File: src/rtl/q_fmt_pkg.sv
// rtl/q_fmt_pkg.sv - shared Q-format constants, history-bank states and saturating narrow
package q_fmt_pkg;

    localparam logic [31:0] Q31_MAX  = 32'h7FFF_FFFF;
    localparam logic [31:0] Q31_MIN  = 32'h8000_0000;
    localparam int          Q_CALC_W = 64;

    typedef enum logic {
        IDLE  = 1'b0,
        CLEAR = 1'b1
    } hist_state_t;

    // Clamp a sign-extended value into the signed range of 'width' bits; result stays sign-extended.
    function automatic logic signed [Q_CALC_W-1:0] sat_narrow(
        input logic signed [Q_CALC_W-1:0] d,
        input int unsigned                width
    );
        logic signed [Q_CALC_W-1:0] hi;
        logic signed [Q_CALC_W-1:0] lo;
        hi = (64'sd1 <<< (width - 1)) - 64'sd1;
        lo = -hi - 64'sd1;
        if (d > hi) begin
            return hi;
        end else if (d < lo) begin
            return lo;
        end
        return d;
    endfunction

endpackage

File: src/rtl/q_sat_narrow.sv
// rtl/q_sat_narrow.sv - IN_WIDTH to WIDTH narrower, saturating when Q_HIST_SAT_EN is defined
module q_sat_narrow
    import q_fmt_pkg::*;
#(
    parameter int IN_WIDTH = 40,
    parameter int WIDTH    = 32
) (
    input  logic [IN_WIDTH-1:0] din,
    output logic [WIDTH-1:0]    dout,
    output logic                sat
);

`ifdef Q_HIST_SAT_EN
    logic signed [Q_CALC_W-1:0] dx;
    logic signed [Q_CALC_W-1:0] dn;

    assign dx   = Q_CALC_W'($signed(din));
    assign dn   = sat_narrow(dx, WIDTH);
    assign dout = dn[WIDTH-1:0];
    // Any difference between clamped and original value means the clamp engaged.
    assign sat  = (dn != dx);
`else
    assign dout = din[WIDTH-1:0];
    assign sat  = 1'b0;

    generate
        if (IN_WIDTH > WIDTH) begin : g_drop
            logic unused_hi;
            assign unused_hi = ^din[IN_WIDTH-1:WIDTH];
        end
    endgenerate
`endif

endmodule

File: src/rtl/q_hist_bank.sv
// rtl/q_hist_bank.sv - Q-format history bank: indexed load, shift-in, sequential clear; Q_HIST_SAT_EN enables saturation
module q_hist_bank
    import q_fmt_pkg::*;
#(
    parameter  int WIDTH    = 32,
    parameter  int DEPTH    = 4,
    parameter  int IN_WIDTH = 40,
    localparam int AW       = $clog2(DEPTH)
) (
    input  logic                   mclk,
    input  logic                   reset,
    input  logic                   ld,
    input  logic                   shift,
    input  logic                   clr,
    input  logic [AW-1:0]          addr,
    input  logic [IN_WIDTH-1:0]    d,
    input  logic [AW-1:0]          rd_addr,
    output logic [WIDTH-1:0]       q,
    output logic [DEPTH*WIDTH-1:0] q_all,
    output logic                   busy,
    output logic                   done,
    output logic                   ovf,
    input  logic                   ovf_clr
);

    localparam logic [AW:0]   DEPTH_L = (AW+1)'(DEPTH);
    localparam logic [AW-1:0] LAST    = AW'(DEPTH - 1);

    logic [WIDTH-1:0] tap [DEPTH];
    hist_state_t      state;
    hist_state_t      state_nxt;
    logic [AW-1:0]    cnt;
    logic [WIDTH-1:0] nd;
    logic             nsat;
    logic             do_shift;
    logic             do_ld;
    logic             last_step;

    q_sat_narrow #(
        .IN_WIDTH (IN_WIDTH),
        .WIDTH    (WIDTH)
    ) u_narrow (
        .din  (d),
        .dout (nd),
        .sat  (nsat)
    );

    always_ff @(posedge mclk or negedge reset) begin
        if (!reset) begin
            state <= IDLE;
        end else begin
            state <= state_nxt;
        end
    end

    always_comb begin
        state_nxt = state;
        do_shift  = 1'b0;
        do_ld     = 1'b0;
        last_step = 1'b0;
        case (state)
            IDLE: begin
                if (clr) begin
                    state_nxt = CLEAR;
                end else if (shift) begin
                    do_shift = 1'b1;
                end else if (ld && ({1'b0, addr} < DEPTH_L)) begin
                    do_ld = 1'b1;
                end
            end
            CLEAR: begin
                if (cnt == LAST) begin
                    state_nxt = IDLE;
                    last_step = 1'b1;
                end
            end
            default: state_nxt = IDLE;
        endcase
    end

    always_ff @(posedge mclk or negedge reset) begin
        if (!reset) begin
            cnt  <= '0;
            done <= 1'b0;
        end else begin
            done <= last_step;
            if (state == CLEAR && !last_step) begin
                cnt <= cnt + 1'b1;
            end else begin
                cnt <= '0;
            end
        end
    end

    always_ff @(posedge mclk or negedge reset) begin
        if (!reset) begin
            for (int i = 0; i < DEPTH; i++) begin
                tap[i] <= '0;
            end
        end else if (state == CLEAR) begin
            tap[cnt] <= '0;
        end else if (do_shift) begin
            tap[0] <= nd;
            for (int i = 1; i < DEPTH; i++) begin
                tap[i] <= tap[i-1];
            end
        end else if (do_ld) begin
            tap[addr] <= nd;
        end
    end

`ifdef Q_HIST_SAT_EN
    // A saturating write in the same cycle as ovf_clr keeps the flag set.
    always_ff @(posedge mclk or negedge reset) begin
        if (!reset) begin
            ovf <= 1'b0;
        end else if ((do_shift || do_ld) && nsat) begin
            ovf <= 1'b1;
        end else if (ovf_clr) begin
            ovf <= 1'b0;
        end
    end
`else
    logic unused_ovf;
    assign unused_ovf = nsat ^ ovf_clr;
    assign ovf        = 1'b0;
`endif

    assign busy = (state == CLEAR);

    always_comb begin
        q = '0;
        if ({1'b0, rd_addr} < DEPTH_L) begin
            q = tap[rd_addr];
        end
    end

    always_comb begin
        q_all = '0;
        for (int i = 0; i < DEPTH; i++) begin
            q_all[i*WIDTH +: WIDTH] = tap[i];
        end
    end

endmodule

File: config.mk
export PLATFORM = sky130hd
export DESIGN_NAME = q_hist_bank
export DESIGN_NICKNAME = d
export VERILOG_FILES = /design/src/rtl/q_fmt_pkg.sv /design/src/rtl/q_sat_narrow.sv /design/src/rtl/q_hist_bank.sv
export SDC_FILE = /design/constraint.sdc
export NUM_CORES = 1
export LEC_CHECK = 0
export ABC_AREA = 1
export BUFFER_PORTS_ARGS = -buffer_cell sky130_fd_sc_hd__buf_4
export CAP_MARGIN = 20
export CORE_ASPECT_RATIO = 0.8
export CORE_MARGIN = 2
export CORE_UTILIZATION = 35
export CTS_BUF_LIST = sky130_fd_sc_hd__clkbuf_2
export DETAILED_ROUTE_END_ITERATION = 10
export GPL_TIMING_DRIVEN = 0
export PLACE_DENSITY = 0.58
export SLEW_MARGIN = 20
export SYNTH_ARGS = -nofsm -noshare
export SYNTH_HDL_FRONTEND = slang
export SYNTH_SLANG_ARGS = --single-unit
File: constraint.sdc
create_clock -name mclk -period 1.3 [get_ports mclk]
set_input_delay 0.065 -clock mclk [delete_from_list [all_inputs] [get_ports mclk]]
set_output_delay 0.065 -clock mclk [all_outputs]
set_load 0.1 [all_outputs]
==> flow_metrics.env, run 1 <==
export IMPL_drv_cap=0
export IMPL_critical_path_class="in -> out"
export IMPL_clockBufferDepth=2
export IMPL_syn_area_sq_mm=0.00776
export IMPL_cts_root_buf="clkbuf_2"
export IMPL_total_power_mw=48.3
export IMPL_insertion_delay_ns=0.80
export IMPL_first_pass_iters=8
export IMPL_rr_startpoint="busy"
export IMPL_fmax_ghz=0.499
export IMPL_fp_coreArea_sq_mm=0.0217
export IMPL_violations="setup timing"
export IMPL_min_path_cells=4
export IMPL_required_ns=1.24
export IMPL_max_slew_margin=0.225
export IMPL_num_vias=12400
export IMPL_slowest_stage="clkbuf_2"
export IMPL_syn_nets=1182
export IMPL_antenna_cells=0
export IMPL_fillers=837
export IMPL_final_nets=1728
export IMPL_power_density_mw_per_mm2=2480
export IMPL_drtIter0Drc=1803
export IMPL_wl_per_cell_microns=28.0
export IMPL_syn_inst=1128
export IMPL_layout_min_cycle_time_ns=2.00
export IMPL_startpoint_type="primary input"
export IMPL_std_cell_rows=48
export IMPL_worst_ep_arrival_time_ns=1.94
export IMPL_r2r_cells=9
export IMPL_vdd_ir_drop_worst_v=0.00202
export IMPL_gr_total_overflow=0
export IMPL_worst_pin_slew_ns=1.16
export IMPL_grt_pass1_wl_mm=70.0
export IMPL_cts_made_buffers=17
export IMPL_antenna_found_initial=0
export IMPL_chipHeight_microns=137
export IMPL_synth_top_area_share=0.426
export IMPL_cp_max_fo=10
export IMPL_fin_cells=1986
export IMPL_cts_sinks=132
export IMPL_cp_end_kind="output pin"
export IMPL_ant_nets=0
export IMPL_viasPerCell=6.22
export IMPL_finClkSkew_ns=0.0525
export IMPL_start_util=0.358
export IMPL_yosysWarnings=0
export IMPL_yosysSeqAreaShare=0.426
export IMPL_p_leak_nw=8.33
export IMPL_worstHoldStart="d[17]"
export IMPL_hpwl_mm=25.0
export IMPL_ys_types=22
export IMPL_postRouteWirelength_mm=55.5
export IMPL_hold_path_class="in -> reg"
export IMPL_grt_max_degree=74
export IMPL_reg2reg_to="q_all[58]"
export IMPL_die_area_sq_mm=0.0234
export IMPL_status="finished with violations"
export IMPL_port_buffers=201
export IMPL_pin_count=213
export IMPL_yosysTopAreaCell="dfrtp_1"
export IMPL_ys_ff_latch=132
export IMPL_grt_pass1_vias=11300
export IMPL_place_inst=1630
export IMPL_regToRegSetupSlack_ns=-0.49
export IMPL_htreeDepth=4
export IMPL_cts_tree="yes"
export IMPL_drc_errors=0
export IMPL_final_core_util=0.899
export IMPL_timing_final_ws_setup_ns=-0.705
export IMPL_die_w_microns=170
export IMPL_cts_clk_slew_worst_paths_ns=0.27
export IMPL_drive_gt1_frac=0.732
export IMPL_synth_area_leaders="dfrtp_1 (43%), nand2_1 (20%), nand3_1 (12%), o21ai_0 (8.8%), nor2_1 (3.9%)"
export IMPL_holdPathEnd="q_all[17]"
export IMPL_rsz0062_at_grt="true"
export IMPL_grt_use_total=0.406
export IMPL_slowest_delay_ns=0.62
export IMPL_setup_viol=292
export IMPL_hold_viol=0
export IMPL_slew_violations=0
export IMPL_crit_chain="buf_4, clkinv_1, clkbuf_2, o21ai_4, o22ai_4, buf_12"
export IMPL_finalCritPeriodShare=1.54
export IMPL_syn_avg_cell_area_sq_um=6.88
export IMPL_place_congestion=0.854
export IMPL_area_growth_pct=151
==> worst max-delay path: cells and delay by family <==
kind	cells	cell delay [ns]
buf+inv	4	1.42
compound gates	2	0.44
==> synth_stat cells <==
cell type,number
nand2_2,6
nand3_1,193
o21ai_1,14
nand2_1,405
clkbuf_1,42
a21oi_2,1
o22ai_1,32
nor2_4,1
inv_1,19
buf_6,6
clkinv_1,1
buf_4,12
dfrtp_1,132
buf_2,31
ha_1,4
nand2_4,1
buf_1,4
inv_2,2
nor2_1,81
or2_1,4
o21ai_0,136
conb_1,1
==> report_power, final <==
part	switching (mW)	internal [mW]
clock network	1.87	1.08
logic	22.2	15.2
registers	1.89	6.02
total	26.0	22.3
==> repair_timing <==
action,CTS,global route
endpoints found under the hold margin,260,0
cloned,21,8
resized for setup,833,451
pin swaps,83,158
hold buffers,39,0
setup buffers,203,104
setup endpoints to repair,292,292
==> metal layers <==
metal / vias to the layer above / GRT usage / wire length, microns
met5: - / 0 / 0
met4: 0 / 0.162 / 4050
met3: 427 / 0.109 / 7320
met2: 1205 / 0.631 / 24600
met1: 5895 / 0.540 / 19500
li1: 4824 / - / -
==> layout by cell type (no fill, tap or decap), types with 11 or more instances in the layout <==
master / n
clkbuf_1: 11
nor2_2: 28
o21ai_4: 58
nor2_1: 17
o22ai_4: 32
buf_16: 12
nand2_2: 141
o21ai_2: 52
nand2_1: 210
inv_1: 18
nor2_4: 37
nand3_2: 80
buf_12: 188
buf_8: 23
o21ai_1: 33
clkbuf_2: 39
dlygate4sd3_1: 39
buf_4: 160
buf_6: 139
nand3_1: 103
nand2_4: 52
dfrtp_4: 122
buf_2: 14
==> cell families (layout without fill, tap and decap cells) <==
| logic type | Yosys count | after routing | synth area share |
|---|---|---|---|
| adders and majority gates | 4 | 4 | 0.00645 |
| and+or+nand+nor | 691 | 691 | 0.371 |
| buffers and inverters | 117 | 675 | 0.0732 |
| AOI/OAI and AO/OA | 183 | 183 | 0.124 |
| DFF | 132 | 132 | 0.426 |
| other | 1 | 1 | 0.000483 |
==> layout make-up <==
cell class              instances  area (sq um)  area share
multi-input cells             879          6930       0.355
repair buffers                534          7250       0.372
clock buffers                  19          95.1     0.00488
flip-flops and latches        132          3770       0.193
plain buffers                  88           837      0.0429
well taps                     300           375      0.0193
clock inverters                12           159     0.00815
inverters                      22          87.6     0.00449
==> registers in the layout, summed over array words and instances (netlist names) <==
signal and count:
done 1, q_all 128, cnt 2, busy 1
==> worst max path at each step <==
stage	start	end	slack, ns	depth (start not counted)
global placement	reset	q_all[35]	-0.75	1
CTS	q_all[33]	q[1]	-0.55	3
floorplan	q_all[32]	q[0]	-0.26	2
finish	rd_addr[0]	q[5]	-0.70	6
detailed placement	rd_addr[0]	q[18]	-0.65	6
global route	rd_addr[1]	q[15]	-0.68	5
==> metrics by stage <==
stage	area (sq um)	worst slack (ns)	setup TNS, ns	hold WS [ns]
after floorplan	9450	-0.255	-23.12	-0.231
after CTS	17500	-0.546	-95.58	0.0179
after global placement	11300	-0.747	-137.91	0.308
final	19500	-0.705	-111.69	0.0386
after detailed placement	11400	-0.647	-46.02	0.0338
after global routing	19500	-0.677	-117.89	0.0344
No activity file was read; power rests on OpenSTA's default activity.
==> run 2: changes to the inputs <==
--- a/config.mk
+++ b/config.mk
@@ -14,7 +14,7 @@
 export CTS_BUF_LIST = sky130_fd_sc_hd__clkbuf_2
 export DETAILED_ROUTE_END_ITERATION = 10
 export GPL_TIMING_DRIVEN = 0
-export PLACE_DENSITY = 0.58
+export PLACE_DENSITY = 0.56
 export SLEW_MARGIN = 20
 export SYNTH_ARGS = -nofsm -noshare
 export SYNTH_HDL_FRONTEND = slang
==> constraint.sdc (replaced) <==
create_clock -name mclk -period 2.1 [get_ports mclk]
set_input_delay 0.105 -clock mclk [delete_from_list [all_inputs] [get_ports mclk]]
set_output_delay 0.105 -clock mclk [all_outputs]
set_load 0.1 [all_outputs]
==> flow_metrics.env, run 2 (same netlist as run 1, synthesis figures left out) <==
export IMPL_drt_met1_wl_mm=15.8
export IMPL_reg2reg_to="q_all[58]"
export IMPL_drc_errors=0
export IMPL_grt_max_degree=76
export IMPL_first_pass_iters=8
export IMPL_viasPerCell=5.48
export IMPL_regToRegSetupSlack_ns=0.20
export IMPL_place_area_sq_mm=0.0101
export IMPL_wl_met2_mm=15.6
export IMPL_r2r_cells=5
export IMPL_p_clk_frac=0.097
export IMPL_fin_cells=1709
export IMPL_setup_viol=0
export IMPL_worst_ep_arrival_time_ns=1.93
export IMPL_most_common_layout_cells="nand2_1 (405), buf_4 (200), nand3_1 (193)"
export IMPL_pin_count=213
export IMPL_combPwrFrac=0.667
export IMPL_hold_path_class="in -> reg"
export IMPL_die_area_sq_mm=0.0234
export IMPL_cp_end_kind="output pin"
export IMPL_place_congestion=0.873
export IMPL_final_common_cell="nand2_1"
export IMPL_startpoint_type="register"
export IMPL_tns_ns=0
export IMPL_p_seq_frac=0.236
export IMPL_p_leak_nw=5.42
export IMPL_layout_min_cycle_time_ns=2.04
export IMPL_cts_made_buffers=17
export IMPL_fmax_ghz=0.490
export IMPL_ant_nets=0
export IMPL_design_area_sq_mm=0.0109
export IMPL_switchingPower_mw=11.6
export IMPL_drive_gt1_frac=0.233
export IMPL_slowest_delay_ns=0.47
export IMPL_die_w_microns=170
export IMPL_min_path_cells=4
export IMPL_cts_root_buf="clkbuf_2"
export IMPL_chipHeight_microns=137
export IMPL_hold_viol=0
export IMPL_wl_per_cell_microns=20.8
export IMPL_start_util=0.358
export IMPL_grt_pass1_wl_mm=52.8
export IMPL_power_density_mw_per_mm2=1640
export IMPL_finalCritPeriodShare=0.971
export IMPL_slew_violations=0
export IMPL_holdPathEnd="q_all[8]"
export IMPL_place_inst=1630
export IMPL_final_nets=1448
export IMPL_port_buffers=201
export IMPL_fp_coreArea_sq_mm=0.0217
export IMPL_largest_reg_flops=128
export IMPL_fillers=2193
export IMPL_critical_path_class="reg -> out"
export IMPL_final_core_util=0.502
export IMPL_wl_met3_mm=3.52
export IMPL_area_growth_pct=40.4
export IMPL_postRouteWirelength_mm=35.6
export IMPL_hpwl_mm=24.4
export IMPL_std_cell_rows=48
export IMPL_cts_clk_slew_worst_paths_ns=0.25
export IMPL_htreeDepth=4
export IMPL_pre_cts_ws_ns=0.172
export IMPL_clockBufferDepth=2
export IMPL_timing_final_ws_setup_ns=0.0605
export IMPL_crit_chain="o21ai_0, o22ai_4, buf_6"
export IMPL_rsz0062_at_grt="false"
export IMPL_netSwitchingFraction=0.647
export IMPL_gr_total_overflow=0
export IMPL_total_power_mw=17.9
export IMPL_max_slew_margin=0.466
export IMPL_finClkSkew_ns=0.0389
export IMPL_grt_use_total=0.303
export IMPL_internal_power_mw=6.32
export IMPL_worst_pin_slew_ns=0.801
export IMPL_holdWs_ns=0.112
export IMPL_cts_tree="yes"
export IMPL_worstHoldStart="d[8]"
export IMPL_num_vias=9364
export IMPL_grt_pass1_vias=8612
export IMPL_vdd_ir_drop_worst_v=0.000907
export IMPL_drtIter0Drc=894
export IMPL_cp_max_fo=4
export IMPL_cts_sinks=132
export IMPL_slowest_stage="dfrtp_1"
export IMPL_required_ns=2.00
export IMPL_insertion_delay_ns=0.76
export IMPL_rr_startpoint="busy"
export IMPL_drv_cap=0
export IMPL_top_layer="met4"
export IMPL_antenna_found_initial=1
export IMPL_status="finished clean"
-- run 2: metal layers --
layer	vias to the layer above	track usage
met2	539	0.453
li1	4265	-
met5	-	0
met4	0	0.0831
met3	62	0.0646
met1	4498	0.444
-- run 2: worst max-delay path by stage --
stage | start | end | slack (ns) | cells after the start
6_report | q_all[65] | q[1] | 0.06 | 3
5_1_grt | q_all[82] | q[18] | 0.0007 | 3
4_1_cts | q_all[65] | q[1] | 0.02 | 3
3_5_place_dp | rd_addr[1] | q[18] | 0.17 | 6
3_3_place_gp | rd_addr[1] | q[18] | 0.24 | 6
2_1_floorplan | q_all[64] | q[0] | 0.14 | 2
-- run 2: worst max-delay path: cells and delay by family, from the launching register on --
family,cells,cell delay [ns]
AO/OA/AOI/OAI,2,0.45
flip-flops,1,0.47
buffers and inverters,1,0.25
-- run 2: repair_timing --
action | 4_1_cts | 5_1_grt
hold buffers | 44 | 0
gates resized for setup | 0 | 25
setup buffers | 0 | 1
endpoints found under the hold margin | 260 | 0
endpoints found under the setup margin | 0 | 21
-- run 2: final cells by class --
cell class,count,area [sq um],area share
multi-input cells,879,4330,0.397
flip-flops and latches,132,3300,0.303
repair buffers,247,2060,0.189
plain buffers,95,485,0.0446
well taps,300,375,0.0345
clock inverters,14,163,0.0149
clock buffers,18,90.1,0.00827
inverters,22,82.6,0.00758
diodes,2,5.00,0.000459
-- run 2: power by group through the flow --
stage / logic [mW] / clock network (mW) / registers, mW
after global routing: 12.4 / 1.86 / 4.31
after global placement: 11.7 / 0 / 4.25
after detailed placement: 11.7 / 0 / 4.24
final: 11.9 / 1.73 / 4.21
after floorplan: 3.67 / 0 / 9.17
after CTS: 11.8 / 1.74 / 4.19
==> run 3: changes to the inputs <==
--- a/config.mk
+++ b/config.mk
@@ -5,11 +5,9 @@
 export SDC_FILE = /design/constraint.sdc
 export NUM_CORES = 1
 export LEC_CHECK = 0
-export ABC_AREA = 1
 export BUFFER_PORTS_ARGS = -buffer_cell sky130_fd_sc_hd__buf_4
 export CAP_MARGIN = 20
 export CORE_ASPECT_RATIO = 0.8
-export CORE_MARGIN = 2
 export CORE_UTILIZATION = 35
 export CTS_BUF_LIST = sky130_fd_sc_hd__clkbuf_2
 export DETAILED_ROUTE_END_ITERATION = 10
==> flow_metrics.env, run 3 <==
export IMPL_cp_max_fo=4
export IMPL_layout_min_cycle_time_ns=2.04
export IMPL_syn_area_sq_mm=0.00772
export IMPL_reg2reg_to="q_all[125]"
export IMPL_first_pass_iters=5
export IMPL_drtIter0Drc=519
export IMPL_clockBufferDepth=2
export IMPL_hold_path_class="in -> reg"
export IMPL_fillers=2069
export IMPL_yosysSeqAreaShare=0.428
export IMPL_antenna_found_initial=2
export IMPL_std_cell_rows=48
export IMPL_required_ns=2.00
export IMPL_holdWs_ns=0.166
export IMPL_place_congestion=0.808
export IMPL_num_vias=6992
export IMPL_grt_max_degree=88
export IMPL_pre_cts_ws_ns=0.136
export IMPL_synth_top_area_share=0.428
export IMPL_slew_violations=0
export IMPL_final_common_cell="buf_4"
export IMPL_synth_edff_count=0
export IMPL_r2r_cells=5
export IMPL_drv_cap=0
export IMPL_fin_cells=1248
export IMPL_synth_flop_cell="dfrtp_1"
export IMPL_gr_total_overflow=0
export IMPL_grt_pass1_wl_mm=43.4
export IMPL_largest_reg_flops=128
export IMPL_regToRegSetupSlack_ns=0.13
export IMPL_grt_pass1_vias=6944
export IMPL_ys_ff_latch=132
export IMPL_vdd_ir_drop_worst_v=0.000727
export IMPL_fmax_ghz=0.491
export IMPL_yosysWarnings=0
export IMPL_async_flop_share=1.00
export IMPL_area_growth_pct=36.3
export IMPL_max_slew_margin=0.423
export IMPL_timing_final_ws_setup_ns=0.0643
export IMPL_cts_root_buf="clkbuf_2"
export IMPL_start_util=0.357
export IMPL_drc_errors=0
export IMPL_postRouteWirelength_mm=28.7
export IMPL_cts_sinks=132
export IMPL_ant_nets=0
export IMPL_slowest_stage="mux4_2"
export IMPL_critical_path_class="reg -> out"
export IMPL_crit_chain="mux4_2, buf_4"
export IMPL_worst_ep_arrival_time_ns=1.93
export IMPL_setup_viol=0
export IMPL_startpoint="q_all[0]"
export IMPL_synth_common_cells="dfrtp_1 (132), mux2i_1 (76), nand2_1 (69)"
export IMPL_final_nets=1014
export IMPL_worst_pin_slew_ns=0.866
export IMPL_status="finished clean"
export IMPL_cts_clk_slew_worst_paths_ns=0.22
export IMPL_pin_count=213
export IMPL_finalCritPeriodShare=0.969
export IMPL_worstHoldStart="d[20]"
export IMPL_wl_per_cell_microns=23.0
export IMPL_hold_viol=0
export IMPL_rr_startpoint="busy"
export IMPL_finClkSkew_ns=0.0436
export IMPL_syn_nets=722
export IMPL_die_w_microns=168
export IMPL_insertion_delay_ns=0.73
export IMPL_cts_made_buffers=17
export IMPL_hpwl_mm=19.9
export IMPL_port_buffers=201
export IMPL_ys_types=32
export IMPL_cp_end_kind="output pin"
export IMPL_cp_endpoint="q[0]"
export IMPL_p_leak_nw=5.42
export IMPL_syn_inst=668
export IMPL_fp_coreArea_sq_mm=0.0216
export IMPL_cts_tree="yes"
export IMPL_syn_avg_cell_area_sq_um=11.6
export IMPL_drive_gt1_frac=0.373
export IMPL_place_inst=1145
export IMPL_synth_most_common_cell="dfrtp_1"
export IMPL_power_density_mw_per_mm2=1330
export IMPL_yosysTopAreaCell="dfrtp_1"
export IMPL_synth_area_leaders="dfrtp_1 (43%), mux2i_1 (9.8%), mux4_2 (9.3%), and3b_1 (7.3%), a31oi_1 (5.0%)"
export IMPL_grt_use_total=0.256
export IMPL_die_area_sq_mm=0.0227
export IMPL_startpoint_type="register"
export IMPL_viasPerCell=5.60
export IMPL_chipHeight_microns=135
export IMPL_htreeDepth=4
export IMPL_most_common_layout_cells="buf_4 (230), dfrtp_1 (122), mux2i_1 (76)"
export IMPL_slowest_delay_ns=0.49
[run 3: worst min path at each step]
stage           endpoint  slack (ns)  cells after the start
2_1_floorplan       busy       -0.19                      0
3_3_place_gp    q_all[7]        0.37                      3
3_5_place_dp   q_all[12]        0.04                      1
4_1_cts        q_all[20]        0.12                      4
5_1_grt        q_all[30]        0.12                      4
6_report       q_all[20]        0.17                      4
[run 3: cell type report]
type | instances | area, sq um | area share
clock inverter | 13 | 118 | 0.0112
tap | 275 | 344 | 0.0327
sequential | 132 | 3320 | 0.315
timing repair buffer | 273 | 2240 | 0.212
buffer | 69 | 353 | 0.0335
clock buffer | 18 | 90.1 | 0.00856
multi-input combinational | 432 | 3940 | 0.374
inverter | 35 | 131 | 0.0125
antenna | 1 | 2.50 | 0.000238
[run 3: repair_timing]
action	CTS	global route
pin swaps	0	0
hold endpoints to repair	261	0
endpoints found under the setup margin	2	20
buffers inserted	1	27
hold buffers	43	0
gates resized for setup	2	17
[run 3: through the flow]
stage	power, mW	setup TNS [ns]	utilization	cell area [sq um]
2_1_floorplan	10.1	0	-	7720
5_1_grt	14.4	-0.000276	0.487	10500
6_report	14.0	0	0.487	10500
3_3_place_gp	12.2	0	0.443	9580
3_5_place_dp	12.2	0	0.445	9610
4_1_cts	13.8	0	0.475	10300
[run 3: logic make-up (layout without fill, tap and decap cells)]
family	Yosys count	count (layout)	share of synthesized area
adder cells (fa/ha/maj)	4	4	0.00648
AO/OA/AOI/OAI	157	157	0.179
other	1	2	0.000486
AND/OR/NAND/NOR	162	162	0.132
buffers and inverters	104	408	0.0627
multiplexers	108	108	0.192
flip-flops	132	132	0.428
[run 3: power by group]
group          leakage, nW  internal (mW)  switching, mW
clock network        0.127          0.518          0.995
logic                 3.50           2.06           6.73
registers             1.80           3.07          0.603
total                 5.42           5.65           8.32
[run 3: worst max-delay path: cells and delay by family (launching register included)]
kind,cells,cell delay (ns)
multiplexers,1,0.49
buffers and inverters,1,0.25
flip-flops,1,0.48
[run 3: per-layer routing]
layer	routed length [microns]	GRT usage	up-vias
met3	1840	0.0437	27
met1	13600	0.380	3571
met4	401	0.0692	0
met2	12900	0.383	275
met5	0	0	-
li1	-	-	3119
